File: src/rtl/signed_sub_with_saturation_pipe_if.sv
// Handshake bundle for the saturating subtractor pipeline: input side
// (a/b with valid/ready), output side (diff/flags with valid/ready) and the
// sticky overflow status/clear pair.
interface signed_sub_with_saturation_pipe_if #(
  parameter int W = 4
);
  logic         in_valid;
  logic         in_ready;
  logic [W-1:0] a;
  logic [W-1:0] b;
  logic         out_valid;
  logic         out_ready;
  logic [W-1:0] diff;
  logic         sat_pos;
  logic         sat_neg;
  logic         ovf_sticky;
  logic         clr_sticky;

  // The pipeline itself
  modport slave (
    input  in_valid, a, b, out_ready, clr_sticky,
    output in_ready, out_valid, diff, sat_pos, sat_neg, ovf_sticky
  );

  // Whoever feeds operands and consumes results
  modport master (
    output in_valid, a, b, out_ready, clr_sticky,
    input  in_ready, out_valid, diff, sat_pos, sat_neg, ovf_sticky
  );
endinterface

File: src/rtl/signed_sub_with_saturation_pipe.sv
// Two-stage pipelined signed subtractor with saturation: diff = sat(a - b).
// Stage 1 captures the wrapped difference plus operand sign bits; stage 2
// detects overflow from those signs and clamps to max/min. Each stage holds
// its contents when the stage after it cannot accept, so nothing is lost or
// duplicated under back-pressure.
// Optional feature: define SAT_SUB_OVF_CNT_EN to add the ovf_cnt output, a
// saturating count of accepted saturated results (width CNT_W).
module signed_sub_with_saturation_pipe #(
  parameter int W = 4
`ifdef SAT_SUB_OVF_CNT_EN
  , parameter int CNT_W = 8
`endif
) (
  input  logic clk,
  input  logic rst_n,
  signed_sub_with_saturation_pipe_if.slave bus
`ifdef SAT_SUB_OVF_CNT_EN
  , output logic [CNT_W-1:0] ovf_cnt
`endif
);

  localparam logic [W-1:0] MAX_POS = {1'b0, {(W-1){1'b1}}};
  localparam logic [W-1:0] MIN_NEG = {1'b1, {(W-1){1'b0}}};

  // Stage 1 registers
  logic         s1_valid_q, s1_valid_d;
  logic [W-1:0] s1_diff_q, s1_diff_d;
  logic         s1_a_sign_q, s1_a_sign_d;
  logic         s1_b_sign_q, s1_b_sign_d;

  // Stage 2 (output) registers
  logic         out_valid_q, out_valid_d;
  logic [W-1:0] diff_q, diff_d;
  logic         sat_pos_q, sat_pos_d;
  logic         sat_neg_q, sat_neg_d;
  logic         ovf_sticky_q, ovf_sticky_d;

  // Handshake and overflow helpers
  logic s2_adv;
  logic in_ready;
  logic pos_ovf;
  logic neg_ovf;
  logic sat_fire;

  // Ready chain: output stage frees up when empty or consumed this cycle
  always_comb begin
    s2_adv   = !out_valid_q | bus.out_ready;
    in_ready = !s1_valid_q | s2_adv;
    sat_fire = out_valid_q & bus.out_ready & (sat_pos_q | sat_neg_q);
  end

  // Stage 1: capture the wrapped difference and operand signs when accepting
  always_comb begin
    s1_valid_d  = s1_valid_q;
    s1_diff_d   = s1_diff_q;
    s1_a_sign_d = s1_a_sign_q;
    s1_b_sign_d = s1_b_sign_q;
    if (in_ready) begin
      s1_valid_d = bus.in_valid;
      if (bus.in_valid) begin
        s1_diff_d   = bus.a - bus.b;
        s1_a_sign_d = bus.a[W-1];
        s1_b_sign_d = bus.b[W-1];
      end
    end
  end

  // Overflow only when operand signs differ and the wrapped result has the wrong sign
  always_comb begin
    pos_ovf = !s1_a_sign_q &  s1_b_sign_q &  s1_diff_q[W-1];
    neg_ovf =  s1_a_sign_q & !s1_b_sign_q & !s1_diff_q[W-1];
  end

  // Stage 2: clamp and publish; results hold while the consumer stalls
  always_comb begin
    out_valid_d = out_valid_q;
    diff_d      = diff_q;
    sat_pos_d   = sat_pos_q;
    sat_neg_d   = sat_neg_q;
    if (s2_adv) begin
      out_valid_d = s1_valid_q;
      if (s1_valid_q) begin
        diff_d    = pos_ovf ? MAX_POS : (neg_ovf ? MIN_NEG : s1_diff_q);
        sat_pos_d = pos_ovf;
        sat_neg_d = neg_ovf;
      end
    end
  end

  // Sticky overflow: set by any accepted saturated result, clear wins
  always_comb begin
    ovf_sticky_d = ovf_sticky_q;
    if (bus.clr_sticky) begin
      ovf_sticky_d = 1'b0;
    end else if (sat_fire) begin
      ovf_sticky_d = 1'b1;
    end
  end

  // Pipeline and status registers, flushed by reset
  always_ff @(posedge clk or negedge rst_n) begin
    if (!rst_n) begin
      s1_valid_q   <= 1'b0;
      s1_diff_q    <= '0;
      s1_a_sign_q  <= 1'b0;
      s1_b_sign_q  <= 1'b0;
      out_valid_q  <= 1'b0;
      diff_q       <= '0;
      sat_pos_q    <= 1'b0;
      sat_neg_q    <= 1'b0;
      ovf_sticky_q <= 1'b0;
    end else begin
      s1_valid_q   <= s1_valid_d;
      s1_diff_q    <= s1_diff_d;
      s1_a_sign_q  <= s1_a_sign_d;
      s1_b_sign_q  <= s1_b_sign_d;
      out_valid_q  <= out_valid_d;
      diff_q       <= diff_d;
      sat_pos_q    <= sat_pos_d;
      sat_neg_q    <= sat_neg_d;
      ovf_sticky_q <= ovf_sticky_d;
    end
  end

  assign bus.in_ready   = in_ready;
  assign bus.out_valid  = out_valid_q;
  assign bus.diff       = diff_q;
  assign bus.sat_pos    = sat_pos_q;
  assign bus.sat_neg    = sat_neg_q;
  assign bus.ovf_sticky = ovf_sticky_q;

`ifdef SAT_SUB_OVF_CNT_EN
  localparam logic [CNT_W-1:0] CNT_MAX = '1;

  logic [CNT_W-1:0] ovf_cnt_q, ovf_cnt_d;

  // Event counter: counts accepted saturated results, sticks at all-ones
  always_comb begin
    ovf_cnt_d = ovf_cnt_q;
    if (bus.clr_sticky) begin
      ovf_cnt_d = '0;
    end else if (sat_fire && (ovf_cnt_q != CNT_MAX)) begin
      ovf_cnt_d = ovf_cnt_q + 1'b1;
    end
  end

  // Counter register
  always_ff @(posedge clk or negedge rst_n) begin
    if (!rst_n) begin
      ovf_cnt_q <= '0;
    end else begin
      ovf_cnt_q <= ovf_cnt_d;
    end
  end

  assign ovf_cnt = ovf_cnt_q;
`endif

endmodule

File: src/flat_wrapper.sv
// flat-port wrapper written by rule: the top's interface ports become plain ports
module signed_sub_with_saturation_pipe_flat 
#(
  parameter int W = 4

)
  (clk, rst_n, bus_in_valid, bus_a, bus_b, bus_out_ready, bus_clr_sticky, bus_in_ready, bus_out_valid, bus_diff, bus_sat_pos, bus_sat_neg, bus_ovf_sticky);
  signed_sub_with_saturation_pipe_if #(.W(W)) bus_i ();
  input  logic clk;
  input  logic rst_n;
  input wire logic [$bits(bus_i.in_valid)-1:0] bus_in_valid;
  input wire logic [$bits(bus_i.a)-1:0] bus_a;
  input wire logic [$bits(bus_i.b)-1:0] bus_b;
  input wire logic [$bits(bus_i.out_ready)-1:0] bus_out_ready;
  input wire logic [$bits(bus_i.clr_sticky)-1:0] bus_clr_sticky;
  output wire logic [$bits(bus_i.in_ready)-1:0] bus_in_ready;
  output wire logic [$bits(bus_i.out_valid)-1:0] bus_out_valid;
  output wire logic [$bits(bus_i.diff)-1:0] bus_diff;
  output wire logic [$bits(bus_i.sat_pos)-1:0] bus_sat_pos;
  output wire logic [$bits(bus_i.sat_neg)-1:0] bus_sat_neg;
  output wire logic [$bits(bus_i.ovf_sticky)-1:0] bus_ovf_sticky;
  assign bus_i.in_valid = bus_in_valid;
  assign bus_i.a = bus_a;
  assign bus_i.b = bus_b;
  assign bus_i.out_ready = bus_out_ready;
  assign bus_i.clr_sticky = bus_clr_sticky;
  assign bus_in_ready = bus_i.in_ready;
  assign bus_out_valid = bus_i.out_valid;
  assign bus_diff = bus_i.diff;
  assign bus_sat_pos = bus_i.sat_pos;
  assign bus_sat_neg = bus_i.sat_neg;
  assign bus_ovf_sticky = bus_i.ovf_sticky;
  signed_sub_with_saturation_pipe #(.W(W)) u_core (.clk(clk), .rst_n(rst_n), .bus(bus_i));
endmodule
File: config.mk
export PLATFORM = sky130hd
export DESIGN_NAME = signed_sub_with_saturation_pipe_flat
export DESIGN_NICKNAME = d
export VERILOG_FILES = /design/src/rtl/signed_sub_with_saturation_pipe_if.sv /design/src/rtl/signed_sub_with_saturation_pipe.sv /design/src/flat_wrapper.sv
export SDC_FILE = /design/constraint.sdc
export NUM_CORES = 1
export LEC_CHECK = 0
export CAP_MARGIN = 20
export CORE_MARGIN = 8
export CORE_UTILIZATION = 45
export DETAILED_ROUTE_END_ITERATION = 6
export PLACE_DENSITY = 0.76
export RECOVER_POWER = 100
export SLEW_MARGIN = 20
export SYNTH_ARGS = -nofsm -noshare
export SYNTH_HDL_FRONTEND = slang
export SYNTH_SLANG_ARGS = --single-unit
File: constraint.sdc
create_clock -name clk -period 1.41 [get_ports clk]
set_input_delay 0.2115 -clock clk [delete_from_list [all_inputs] [get_ports clk]]
set_output_delay 0.2115 -clock clk [all_outputs]
set_load 0.1 [all_outputs]
==> metrics.txt, run 1 <==
status finished with violations; failing checks negative setup slack; routed length per instance 13.7 um; first-pass GRT wire length roughly 2800 um; commonest cells after routing, fill and taps aside 14 x dfrtp_1, 9 x clkdlybuf4s50_1, 8 x buf_12; Final Non-Filler Cells ~120; crit path max fanout 2; Max Clk Rate 697 MHz; Worst Setup End Kind output port; Total GRT Usage 0.110; antenna violations before repair 0; Setup crit start kind register; top cell type by total area after synthesis dfrtp_1; clock slew at reported path FFs 90 ps; number of nets still failing antenna checks after routing 0; final core occ 0.709; synth top area cells dfrtp_1 49%, mux2_4 5.9%, o21ai_0 5.2%, ha_1 4.9%, o31ai_1 4.9%; Worst Tran Pin Value roughly 800 ps; Site Rows 15; number of I/O port buffers 21; TritonCTS clock tree done; Hold Fails Final Rpt 0; Post-Synthesis Cells a little over 70; RSZ-0062 raised after global routing true; Tmin final between 1000 and 1500 ps; vias per cell 5.10; root buf cell clkbuf_4; layout cell share with drive strength beyond 1 0.295; placed insts between 100 and 150; HP Class input pin to register; Detailed Route Iter0 Violations 3; kind of critical path register to output port; most common cell after layout, fill and taps aside dfrtp_1; Max Cap Violations 0; CTS Hold Buffers Added 0; CP Buf/Inv Count 2; Peak VDD IR ~770 uV; Nets about 120; Final WS setup -25.3 ps; hold slack final 353 ps; cts bufs inserted 3; Synthesis Warnings 0; dpl ws -369 ps; Detailed Route WL roughly 1700 um; fin crit share 1.02; routed vias about 620; Max H-tree Level 1; CTS max path bufs 2; drt drc 0; FFs w/ async S/R, synth 1.00; Rel. slew slack 0.467; Slew Limit Fails 0; critical path data arrival time around 1200 ps; core box area roughly 1700 um2; Layout area overhead 53.8%; vias in the first global route between 600 and 700; final setup fails 1; CP delay by family, top flip-flops; register area share after synthesis 0.488; crit path max-delay cell type dfrtp_4; Die ar. 3290 um2; grt total ovfl 0; routability cong. a little over 0.7; fillcell total 114; Final HPWL DP 1330 um; Synth top area share 0.488; number of synthesized flops with an enable pin 0; Synth Flop Type dfrtp_1; syn nets between 80 and 90; Ports 22; Die X 57.4 um; power per cell area about 1500 nW/um2; crit-path cells and3b_2 -> inv_8 -> buf_12; Cell variety after synth 25; largest net degree at the start of global routing 16; Leak ~0.00055 uW; power consumption approximately 1800 uW; Req. time, crit path roughly 1200 ps; clk_lat worst skew 280 ps; skew final roughly 1.3 ps; CTS Sinks 15; DRT Pass-1 Iters 4; Die H approximately 57 um; Starting Density 0.461; n_diodes 0; #FFs+latches synth 15; Synth Area per Inst roughly 11 um2; CP max stage delay roughly 470 ps; synthesized area a little under 800 um2
-- logic make-up (layout without fill, tap and decap cells) --
kind of cell               Yosys count  in the layout  share of synthesized area
AOI/OAI and AO/OA                   24             24                      0.176
xor gates and xnor gates             2              2                     0.0228
adders and majority gates            4              4                     0.0748
buffers and inverters                9             42                     0.0439
DFF                                 15             15                      0.488
muxes                                4              4                     0.0732
and+or+nand+nor                     14             14                      0.122
-- routing by layer --
layer,wire length (um),up-vias,part of all wire,GRT usage
li1,-,315,-,-
met2,848,18,0.51,0.188
met3,69,2,0.041,0.0224
met5,0,-,0,0
met4,25,0,0.015,0.0929
met1,723,287,0.43,0.113
-- cells in the mapped netlist (2+ instances only) --
library cell / instances
dfrtp_1: 15
a21oi_1: 7
o21ai_0: 8
o21ai_1: 3
o31ai_1: 5
mux2_4: 3
nor2_1: 3
inv_1: 8
ha_1: 3
nand2_1: 2
-- timing repair --
| action | in CTS | in global routing |
|---|---|---|
| pin swaps | 2 | 0 |
| setup endpoints to repair | 2 | 4 |
| gates cloned | 0 | 0 |
| resized for setup | 4 | 1 |
| buffers inserted | 2 | 1 |
-- worst paths after layout --
path,from,endpoint,slack (ps),depth (start not counted)
worst max-delay path,u_core.bus.out_valid$_DFFE_PN0P_,bus_in_ready,-30,3
worst min register to register,u_core.bus.ovf_sticky$_DFFE_PN0P_,u_core.bus.ovf_sticky$_DFFE_PN0P_,510,2
worst min-delay path,bus_b[0],u_core.s1_diff_q[0]$_DFFE_PN0P_,350,3
worst max register to register,u_core.bus.out_valid$_DFFE_PN0P_,u_core.s1_diff_q[1]$_DFFE_PN0P_,10,5
max in group asynchronous,rst_n,u_core.bus.out_valid$_DFFE_PN0P_,290,2
min in group asynchronous,rst_n,u_core.bus.sat_neg$_DFFE_PN0P_,540,2
-- power breakdown --
part,internal (uW),total (uW),switching [uW]
Sequential,517,606,89.2
Clock,105,243,137
Combinational,348,904,556
Total,970,1750,783
-- metrics by stage --
step	area [um2]	setup TNS (ps)
floorplan	791	-623
global placement	1150	-1010
detailed placement	1150	-1200
CTS	1190	-36.1
global route	1180	-122
finish	1180	-25.3
-- area by class of cell --
cell class / instances / area, um2 / share of cell area
Tap cell: 17 / 21.3 / 0.0180
Timing Repair Buffer: 29 / 342 / 0.289
Clock inverter: 1 / 5.00 / 0.00423
Inverter: 9 / 41.3 / 0.0349
Sequential cell: 15 / 379 / 0.320
Multi-Input combinational cell: 48 / 373 / 0.315
Clock buffer: 3 / 22.5 / 0.0190
-- worst register-to-register path: cells and delay by family, from the launching register on --
family | cells | cell delay (ps)
flip-flops | 1 | 470
AND/OR/NAND/NOR | 2 | 320
multiplexers | 1 | 310
buffers and inverters | 2 | 190
Note: power is estimated with default switching activity, not from simulation.
==> run 2: changes to the inputs <==
- CAP_MARGIN: 20 -> default
==> results of run 2 <==
No change in the layout: final DEF, timing and power equal those of run 1.
